[src/rtl/alu_arbiter.sv]
// ============================================================================
// Module      : alu_arbiter
// Description : Shares one combinational ALU between two requesters through
//               valid/ready handshakes. Define ALU_ARB_RR_EN for round-robin
//               arbitration; fixed priority (port 0 highest) otherwise.
// Revision    : 1.0 - initial release
// ============================================================================
`default_nettype none

module alu_arbiter #(
  parameter int EXEC_CYCLES = 1
) (
  input  logic        clk,
  input  logic        reset,
  input  logic        Req0Valid,
  input  logic        Req1Valid,
  output logic        Req0Ready,
  output logic        Req1Ready,
  input  logic [31:0] Req0A,
  input  logic [31:0] Req1A,
  input  logic [31:0] Req0B,
  input  logic [31:0] Req1B,
  input  logic        Req0Signed,
  input  logic        Req1Signed,
  input  logic [5:0]  Req0Func,
  input  logic [5:0]  Req1Func,
  output logic        Rsp0Valid,
  output logic        Rsp1Valid,
  input  logic        Rsp0Ready,
  input  logic        Rsp1Ready,
  output logic [31:0] Rsp0Data,
  output logic [31:0] Rsp1Data,
  output logic [31:0] AluA,
  output logic [31:0] AluB,
  output logic        AluSigned,
  output logic [5:0]  AluFunc,
  input  logic [31:0] AluOut,
  output logic        Busy
);

  localparam logic [1:0] S_IDLE = 2'd0;
  localparam logic [1:0] S_EXEC = 2'd1;
  localparam logic [1:0] S_RESP = 2'd2;

  localparam logic [3:0] CYC_LOAD = 4'(EXEC_CYCLES - 1);

  logic [1:0]  r_state;
  logic [1:0]  w_next;
  logic [3:0]  r_cyc_cnt;
  logic        r_owner;
  logic [31:0] r_result;
  logic        w_grant0;
  logic        w_grant1;
  logic        w_accept;
  logic        w_win;
  logic        w_owner_rsp_ready;

`ifdef ALU_ARB_RR_EN
  logic r_last_grant;

  // On a tie the port that did not win last time gets the ALU.
  always_comb begin
    w_grant0 = Req0Valid & (~Req1Valid | r_last_grant);
    w_grant1 = Req1Valid & (~Req0Valid | ~r_last_grant);
  end

  always_ff @(posedge clk or negedge reset) begin
    if (!reset) begin
      r_last_grant <= 1'b1;
    end else if (w_accept) begin
      r_last_grant <= w_win;
    end
  end
`else
  always_comb begin
    w_grant0 = Req0Valid;
    w_grant1 = Req1Valid & ~Req0Valid;
  end
`endif

  assign w_accept          = (r_state == S_IDLE) & (w_grant0 | w_grant1);
  assign w_win             = w_grant1;
  assign w_owner_rsp_ready = r_owner ? Rsp1Ready : Rsp0Ready;

  always_ff @(posedge clk or negedge reset) begin
    if (!reset) begin
      r_state <= S_IDLE;
    end else begin
      r_state <= w_next;
    end
  end

  always_comb begin
    w_next = r_state;
    case (r_state)
      S_IDLE:  if (w_accept) w_next = S_EXEC;
      S_EXEC:  if (r_cyc_cnt == 4'd0) w_next = S_RESP;
      S_RESP:  if (w_owner_rsp_ready) w_next = S_IDLE;
      default: w_next = S_IDLE;
    endcase
  end

  // Ready is forced low while reset is held so no handshake can slip through.
  always_comb begin
    Req0Ready = reset & (r_state == S_IDLE) & w_grant0;
    Req1Ready = reset & (r_state == S_IDLE) & w_grant1;
    Rsp0Valid = (r_state == S_RESP) & ~r_owner;
    Rsp1Valid = (r_state == S_RESP) & r_owner;
    Busy      = (r_state != S_IDLE);
  end

  always_ff @(posedge clk or negedge reset) begin
    if (!reset) begin
      AluA      <= 32'd0;
      AluB      <= 32'd0;
      AluSigned <= 1'b0;
      AluFunc   <= 6'b000000;
      r_owner   <= 1'b0;
      r_cyc_cnt <= 4'd0;
      r_result  <= 32'd0;
    end else if (w_accept) begin
      AluA      <= w_win ? Req1A      : Req0A;
      AluB      <= w_win ? Req1B      : Req0B;
      AluSigned <= w_win ? Req1Signed : Req0Signed;
      AluFunc   <= w_win ? Req1Func   : Req0Func;
      r_owner   <= w_win;
      r_cyc_cnt <= CYC_LOAD;
    end else if (r_state == S_EXEC) begin
      if (r_cyc_cnt == 4'd0) begin
        r_result <= AluOut;
      end else begin
        r_cyc_cnt <= r_cyc_cnt - 4'd1;
      end
    end
  end

  assign Rsp0Data = r_result;
  assign Rsp1Data = r_result;

endmodule

`default_nettype wire

[config.mk]
export PLATFORM = sky130hd
export DESIGN_NAME = alu_arbiter
export DESIGN_NICKNAME = d
export VERILOG_FILES = /design/src/rtl/alu_arbiter.sv
export SDC_FILE = /design/constraint.sdc
export NUM_CORES = 1
export LEC_CHECK = 0
export ABC_CLOCK_PERIOD_IN_PS = 1900
export BUFFER_PORTS_ARGS = -buffer_cell sky130_fd_sc_hd__buf_2
export CAP_MARGIN = 20
export CORE_AREA = 2 2 123 125
export DETAILED_ROUTE_END_ITERATION = 6
export DIE_AREA = 0 0 125 127
export PLACE_DENSITY = 0.68
export REMOVE_ABC_BUFFERS = 1
export SLEW_MARGIN = 20
export SYNTH_ARGS = -nofsm -noshare
export SYNTH_HDL_FRONTEND = slang
export SYNTH_SLANG_ARGS = --single-unit
[constraint.sdc]
create_clock -name clk -period 1.9 [get_ports clk]
set_input_delay 0 -clock clk [delete_from_list [all_inputs] [get_ports clk]]
set_output_delay 0 -clock clk [all_outputs]
set_load 0.1 [all_outputs]
==> results of run 1 <==
per-layer routing:
metal,part of all wire (%),global-route usage [%]
met4,4.6,12.5
met3,7.1,5.32
met1,37,26.5
met2,51,44.2
met5,0,0
path summary, 6_finish.rpt:
kind	from	to	depth (start not counted)
worst max-delay path	r_state[1]	Req1Ready	4
worst min-delay path	Req0A[27]	AluA[27]	3
worst max register to register	r_cyc_cnt[0]	Rsp0Data[25]	6
worst min register to register	AluA[30]	AluA[30]	2
max in group asynchronous	reset	AluA[31]	3
min in group asynchronous	reset	r_state[1]	3
cell usage in the layout (no fill, tap or decap):
| cell | count |
|---|---|
| buf_2 | 318 |
| dlygate4sd3_1 | 173 |
| o21ai_0 | 142 |
| dfrtp_1 | 110 |
| mux2i_1 | 71 |
| mux2_2 | 32 |
| buf_4 | 11 |
| clkbuf_16 | 9 |
| a21oi_1 | 6 |
| buf_12 | 6 |
| o21ai_1 | 5 |
| inv_1 | 3 |
| nor2_1 | 3 |
| nand2b_1 | 3 |
| clkinvlp_4 | 3 |
| and3_1 | 2 |
| or3_1 | 2 |
| clkbuf_1 | 2 |
| diode_2 | 1 |
| clkinv_1 | 1 |
| and3b_1 | 1 |
| nor2b_4 | 1 |
| o21ai_4 | 1 |
| nor2_4 | 1 |
| nor2b_1 | 1 |
| nand4b_1 | 1 |
| nor3b_2 | 1 |
| nand2_1 | 1 |
| o311ai_0 | 1 |
| or4b_1 | 1 |
| or4_1 | 1 |
| ha_1 | 1 |
| clkbuf_8 | 1 |
| inv_6 | 1 |
worst max-delay path, stage by stage (launching register included):
cell and delay [ns]:
dfrtp_1 0.43, nor2_1 0.17, buf_4 0.17, and3_1 0.16, buf_2 0.42
synthesized netlist by cell type, drive strengths merged:
| master | count | area share (%) |
|---|---|---|
| or3 | 2 | 0.24 |
| and3b | 1 | 0.17 |
| buf | 43 | 5.8 |
| clkinv | 1 | 0.073 |
| nor3b | 1 | 0.24 |
| inv | 3 | 0.22 |
| or4 | 1 | 0.15 |
| o311ai | 1 | 0.17 |
| a21oi | 6 | 0.59 |
| mux2i | 71 | 14 |
| nor2b | 2 | 0.24 |
| dfrtp | 110 | 54 |
| nand2 | 1 | 0.073 |
| nor2 | 4 | 0.29 |
| nand2b | 3 | 0.37 |
| ha | 1 | 0.24 |
| and3 | 2 | 0.24 |
| o21ai | 148 | 14 |
| nand4b | 1 | 0.17 |
| mux2 | 32 | 7.0 |
| or4b | 1 | 0.20 |
| clkbuf | 21 | 1.5 |
flip-flops by register name, indices dropped and copies added (netlist names):
register,count
AluFunc,6
Rsp0Data,32
AluSigned,1
r_owner,1
r_cyc_cnt,4
AluA,32
r_state,2
AluB,32
kinds of logic after synthesis:
| logic type | share of synthesized area, % |
|---|---|
| adder cells (fa/ha/maj) | 0.244 |
| AO/OA/AOI/OAI | 15.2 |
| flip-flops | 53.7 |
| AND/OR/NAND/NOR | 2.39 |
| buffers and inverters | 7.59 |
| multiplexers | 20.9 |
timing repair:
item,CTS,global route
hold buffers,173,0
hold endpoints to repair,212,0
setup endpoints to repair,0,0
per-stage QoR:
step           utilization, %  TNS (ns)  worst slack (ns)  hold WS, ns
2_1_floorplan               -   -251.37             -3.81       -0.296
3_3_place_gp             47.2         0             0.319        0.160
3_5_place_dp             47.2         0             0.283        0.162
4_1_cts                  61.1         0             0.158      0.00586
5_1_grt                  61.1         0            0.0817       0.0380
6_report                 61.1         0             0.192     -0.00380
final cells by class:
class	instances	area, um^2
well taps	184	230
repair buffers	508	3530
flip-flops and latches	110	2750
multi-input cells	278	2010
clock inverters	4	31.3
diodes	1	2.50
fillers	1151	5610
clock buffers	12	246
inverters	4	15.0
==> impl_metrics.env, run 1 <==
export IMPL_final_cells=1101
export IMPL_hold_ws_ns=-0.00380
export IMPL_fmax_mhz=586
export IMPL_die_y_um=127
export IMPL_cts_setup_buffers=0
export IMPL_fin_worst_skew_ns=0.00451
export IMPL_synth_seq_cells=110
export IMPL_start_util_pct=35.5
export IMPL_rows=44
export IMPL_cts_resized=0
export IMPL_core_um2=14400
export IMPL_cts_sinks=110
export IMPL_vias=5501
export IMPL_portBuffers=319
export IMPL_grtUsageTotal_pct=24.2
export IMPL_tightest_slew_ns=0.595
export IMPL_insertion_delay_ns=0.35
export IMPL_synth_cells=456
export IMPL_cts_buffers=9
export IMPL_final_nets=1092
export IMPL_cts_tree="yes"
export IMPL_stdcell_area_um2=8820
export IMPL_htreeDepth=3
export IMPL_gp_congestion=0.798
export IMPL_yosys_warnings=0
export IMPL_relSlewSlack_pct=60.4
export IMPL_seq_area_frac_synth_pct=53.7
export IMPL_rsz0062_at_grt="no"
export IMPL_worstSetupPathType="register to primary output"
export IMPL_drc_errors=0
export IMPL_drive_gt1_share_pct=42.0
export IMPL_setup_viol=0
export IMPL_cts_root_buf="clkbuf_16"
export IMPL_drt_wirelength_per_cell_um=17.8
export IMPL_die_area_um2=15900
export IMPL_initialDrtViolationCount=255
export IMPL_routed_wl_mm=19.6
export IMPL_avgSynthCellArea_um2=11.2
export IMPL_crit_fanout=6
export IMPL_min_period_over_period_pct=89.9
export IMPL_overflow=0
export IMPL_synth_cell_types=24
export IMPL_critical_path_arrival_ns=1.71
export IMPL_vias_per_cell=5.00
export IMPL_grt_max_degree=111
export IMPL_dp_cells=911
export IMPL_dr_pass1_iters=4
export IMPL_endpoint_kind="primary output"
export IMPL_finalHoldViolCount=1
export IMPL_finalMaxSlewViolations=0
export IMPL_antenna_left=0
export IMPL_cts_path_max_buffers=2
export IMPL_min_path_type="primary input to register"
export IMPL_clk_pin_slew_ns=0.07
export IMPL_synth_area_um2=5130
export IMPL_period_needed_ns=1.71
export IMPL_cp_required_ns=1.90
export IMPL_io_pins=320
export IMPL_timing_reg2reg_setup_slack_ns=0.21
export IMPL_grt_pass1_wl_mm=30.5
export IMPL_die_w_um=125
export IMPL_place_area_um2=6800
export IMPL_antenna_found_initial=1
export IMPL_grt_pass1_vias=5783
export IMPL_status="finished, violations left"
export IMPL_hpwl_mm=11.3
export IMPL_area_growth_pct=71.9
export IMPL_startpoint_type="register"
export IMPL_max_cap_violations=0
export IMPL_violations="hold timing"
Power of run 1 is left out: the tool's default activity adds up to more than one toggle a clock period on the data nets, which glitch-free logic cannot reach.
==> inputs of run 2 (changes only) <==
- CORE_AREA: 2 2 123 125 -> 2 2 125 127
- CTS_BUF_LIST: default -> sky130_fd_sc_hd__clkbuf_4 sky130_fd_sc_hd__clkbuf_8
- DIE_AREA: 0 0 125 127 -> 0 0 127 129
- PLACE_DENSITY: 0.68 -> 0.66
==> run 2 against run 1 <==
Compared with the run above:
- the flow now finishes without violations
- register-to-register slack improved by 0.03 ns
- cell area about the same
- fmax decreased by 1.4%
- flip-flop and latch count unchanged
==> impl_metrics.env, run 2 (synthesis results as in run 1) <==
export IMPL_clk_pin_slew_ns=0.10
export IMPL_final_nets=1097
export IMPL_critical_path_arrival_ns=1.73
export IMPL_drt_wirelength_per_cell_um=16.4
export IMPL_initialDrtViolationCount=204
export IMPL_met2_length_mm=9.24
export IMPL_period_needed_ns=1.73
export IMPL_fin_util_pct=58.8
export IMPL_insertion_delay_ns=0.37
export IMPL_startpoint_type="register"
export IMPL_cp_required_ns=1.90
export IMPL_timing_reg2reg_setup_slack_ns=0.24
export IMPL_crit_reg2reg_capture="Rsp0Data[4]"
export IMPL_final_common_cell="buf_2"
export IMPL_overflow=0
export IMPL_cts_buffers=9
export IMPL_grt_pass1_vias=5669
export IMPL_finalHoldViolCount=0
export IMPL_relSlewSlack_pct=50.7
export IMPL_r2r_start="r_cyc_cnt[0]"
export IMPL_multi_input_area_um2=2010
export IMPL_vias_per_cell=4.94
export IMPL_min_path_type="primary input to register"
export IMPL_vias=5473
export IMPL_drc_errors=0
export IMPL_cts_sinks=110
export IMPL_grt_max_degree=57
export IMPL_dr_pass1_iters=4
export IMPL_r2r_cells=6
export IMPL_cts_path_max_buffers=2
export IMPL_gp_congestion=0.770
export IMPL_cts_setup_buffers=0
export IMPL_start_util_pct=34.2
export IMPL_crit_path_end="Req1Ready"
export IMPL_drive_gt1_share_pct=41.9
export IMPL_antenna_found_initial=0
export IMPL_die_y_um=129
export IMPL_portBuffers=319
export IMPL_regArea_um2=2750
export IMPL_rsz0062_at_grt="no"
export IMPL_fmax_mhz=577
export IMPL_rows=45
export IMPL_antenna_left=0
export IMPL_final_fill_count=1179
export IMPL_endpoint_kind="primary output"
export IMPL_grtUsageTotal_pct=21.7
export IMPL_tightest_slew_ns=0.740
export IMPL_core_um2=15000
export IMPL_setup_viol=0
export IMPL_min_period_over_period_pct=91.1
export IMPL_cts_resized=0
export IMPL_antenna_cells=0
export IMPL_finalMaxSlewViolations=0
export IMPL_cts_root_buf="clkbuf_8"
export IMPL_hold_buffers=179
export IMPL_critPathLaunch="r_state[0]"
export IMPL_crit_fanout=6
export IMPL_routed_wl_mm=18.1
export IMPL_io_pins=320
export IMPL_cts_tree="yes"
export IMPL_worstSetupPathType="register to primary output"
export IMPL_hpwl_mm=11.1
export IMPL_dr_wl_met3_mm=1.52
export IMPL_htreeDepth=3
export IMPL_status="complete, no violations"
export IMPL_die_area_um2=16400
export IMPL_most_common_layout_cells="buf_2 (318), dlygate4sd3_1 (179), o21ai_0 (142), dfrtp_1 (110), mux2i_1 (71)"
export IMPL_top_layer="met4"
export IMPL_wl_met1_mm=6.95
export IMPL_grt_pass1_wl_mm=28.1
export IMPL_die_w_um=127
export IMPL_max_cap_violations=0
export IMPL_fin_worst_skew_ns=0.0131
export IMPL_area_growth_pct=71.8
run 2: cell types whose count changed in the layout (fill, tap and decap cells not counted), moves of 2 or more:
cell / change
clkbuf_8: +8
clkbuf_16: -9
dlygate4sd3_1: +6
clkbuf_1: -2
clkinvlp_4: -2
bufinv_16: +3
run 2: worst min path at each step:
stage                         start       end  slack (ns)  cells past startpoint
after floorplan               reset   AluA[0]       -0.30                      0
after global placement        reset   AluB[6]       -0.19                      1
after detailed placement      reset   AluB[6]       -0.19                      1
after CTS                 Req1B[18]  AluB[18]       0.005                      3
after global routing      Req1B[18]  AluB[18]        0.02                      3
final                     Req1B[18]  AluB[18]        0.05                      3
run 2: routing by layer:
metal  vias to the layer above  track usage [%]
met5                         -                0
met4                         0             9.05
met3                        34             5.16
met2                       294             38.3
met1                      2632             25.3
li1                       2513                -
run 2: final cells by class:
| type | instances | area share (%) |
|---|---|---|
| multi-input cells | 278 | 22.8 |
| inverters | 4 | 0.170 |
| flip-flops and latches | 110 | 31.2 |
| well taps | 188 | 2.67 |
| clock buffers | 10 | 1.49 |
| repair buffers | 513 | 40.5 |
| clock inverters | 4 | 1.11 |
run 2: worst max-delay path: stages (launching register included):
cell	delay, ns
dfrtp_1	0.43
nor2_1	0.18
buf_4	0.18
and3_1	0.15
buf_2	0.42
run 2: through the flow:
stage	setup TNS, ns	setup slack [ns]	instances	hold slack [ns]	cell area, um^2
finish	0	0.168	1107	0.0469	8810
global route	0	0.0664	1107	0.0173	8810
floorplan	-251.37	-3.81	392	-0.296	4750
CTS	0	0.139	1107	0.00461	8810
global placement	0	0.319	914	-0.194	6790
detailed placement	0	0.263	914	-0.194	6790
Power of run 2 is left out for the same reason.
==> inputs of run 3 (changes only) <==
- ABC_CLOCK_PERIOD_IN_PS: 1900 -> 1780
- SETUP_SLACK_MARGIN: default -> 0.15
- clock period: 1.9 -> 1.78 ns (I/O delays scaled with it)
==> run 3 against run 2 <==
Compared with the run above:
- core utilization grew 0.84 points
- critical path depth grew 2
- via count grew 0.38%
- non-clock buffer count grew 8
- worst setup slack lost 0.054 ns
- die area is the same
- flip-flop and latch count is the same
- cell area grew 1.4%
- cell count grew 0.90%
- routed wire length grew 4.6%
- first-iteration DRC count grew 22%
==> impl_metrics.env, run 3 (synthesis results as in run 1) <==
export IMPL_status="complete, no violations"
export IMPL_vias=5494
export IMPL_endpoint_kind="register"
export IMPL_drc_errors=0
export IMPL_cts_setup_buffers=0
export IMPL_die_y_um=129
export IMPL_htreeDepth=3
export IMPL_r2r_cells=6
export IMPL_cp_slowest_cell="dfrtp_1"
export IMPL_gp_congestion=0.770
export IMPL_critical_path_arrival_ns=1.92
export IMPL_die_area_um2=16400
export IMPL_cts_tree="yes"
export IMPL_critPathLaunch="r_cyc_cnt[0]"
export IMPL_min_path_type="primary input to asynchronous set/reset pin"
export IMPL_drt_wirelength_per_cell_um=17.0
export IMPL_crit_fanout=8
export IMPL_antenna_found_initial=0
export IMPL_grt_max_degree=46
export IMPL_final_cells=1117
export IMPL_core_um2=15000
export IMPL_routed_wl_mm=19.0
export IMPL_period_needed_ns=1.67
export IMPL_cp_required_ns=2.03
export IMPL_dp_cells=919
export IMPL_cts_root_buf="clkbuf_8"
export IMPL_io_pins=320
export IMPL_most_common_layout_cells="buf_2 (315), dlygate4sd3_1 (179), o21ai_0 (142), dfrtp_1 (110), mux2i_1 (71)"
export IMPL_final_common_cell="buf_2"
export IMPL_multi_input_area_um2=2040
export IMPL_overflow=0
export IMPL_r2r_start="r_cyc_cnt[0]"
export IMPL_tightest_slew_ns=0.541
export IMPL_hold_ws_ns=0.0775
export IMPL_dr_pass1_iters=5
export IMPL_startpoint_type="register"
export IMPL_hpwl_mm=11.2
export IMPL_die_w_um=127
export IMPL_cts_path_max_buffers=2
export IMPL_worstSetupPathType="register to register"
export IMPL_area_growth_pct=74.3
export IMPL_grtUsageTotal_pct=21.7
export IMPL_relSlewSlack_pct=64.2
export IMPL_crit_path_end="Rsp0Data[18]"
export IMPL_cts_buffers=9
export IMPL_grt_pass1_vias=5666
export IMPL_rows=45
export IMPL_finalHoldViolCount=0
export IMPL_max_cap_violations=0
export IMPL_crit_reg2reg_capture="Rsp0Data[18]"
export IMPL_worstPathCellList="inv_1 > ha_2 > nor3b_4 > nand2_4 > clkbuf_16 > mux2_2"
export IMPL_rsz0062_at_grt="yes"
export IMPL_drive_gt1_share_pct=43.1
export IMPL_final_nets=1105
export IMPL_regArea_um2=2750
export IMPL_portBuffers=319
export IMPL_initialDrtViolationCount=249
export IMPL_finalMaxSlewViolations=0
export IMPL_final_fill_count=1206
export IMPL_cts_sinks=110
export IMPL_fmax_mhz=600
export IMPL_setup_viol=0
export IMPL_grt_pass1_wl_mm=28.2
export IMPL_min_period_over_period_pct=93.6
export IMPL_clk_pin_slew_ns=0.11
export IMPL_timing_reg2reg_setup_slack_ns=0.11
export IMPL_antenna_left=0
export IMPL_fin_worst_skew_ns=0.0138
export IMPL_start_util_pct=34.2
export IMPL_insertion_delay_ns=0.37
export IMPL_vias_per_cell=4.92
export IMPL_critPathMaxStageDelay_ns=0.42
export IMPL_antenna_cells=0
## run 3: changes by cell type in the layout (fill, tap and decap cells not counted), sizes merged
cell	previous run	this run
buf	334	340
bufinv	3	0
clkbuf	10	14
clkinv	0	1
clkinvlp	1	2
inv	4	5
## run 3: worst min-delay path by stage
stage,start,cells past startpoint,slack (ns),end
after floorplan,reset,0,-0.30,AluA[0]
after global placement,reset,1,-0.06,Rsp0Data[9]
after detailed placement,reset,1,-0.07,AluA[17]
after CTS,reset,2,0.04,AluA[17]
after global routing,reset,2,0.07,Rsp0Data[30]
final,reset,2,0.08,AluA[25]
## run 3: critical path, delay by kind of cell, from the launching register on
| family | cells | cell delay [ns] |
|---|---|---|
| simple gates | 2 | 0.39 |
| flops | 1 | 0.42 |
| buf+inv | 2 | 0.28 |
| fa+ha+maj | 1 | 0.20 |
| mux | 1 | 0.28 |
## run 3: timing repair
action | CTS | global route
gates resized for setup | 1 | 8
pin swaps | 0 | 2
cloned | 0 | 3
hold endpoints to repair | 215 | 0
hold buffers | 179 | 0
setup endpoints to repair | 15 | 35
## run 3: metal layers
layer	track usage [%]	up-vias	routed length [um]
met5	0	-	0
met3	5.11	43	1480
met2	39.2	304	9780
li1	-	2533	-
met4	8.47	0	520
met1	25.0	2614	7180
## run 3: area by class of cell
cell class,instances,share of cell area (%)
multi-input cells,278,22.8
flip-flops and latches,110,30.8
repair buffers,521,41.6
clock inverters,4,0.364
inverters,4,0.168
clock buffers,12,1.64
well taps,188,2.63
## run 3: per-stage QoR
stage	setup WS (ns)	util [%]	setup TNS [ns]	area [um^2]
finish	0.115	59.7	0	8940
global route	0.0853	59.7	0	8940
CTS	0.136	59.0	0	8840
detailed placement	0.158	45.9	0	6870
global placement	0.204	45.9	0	6870
floorplan	-3.93	-	-264.70	4750
Power of run 3 is left out for the same reason.
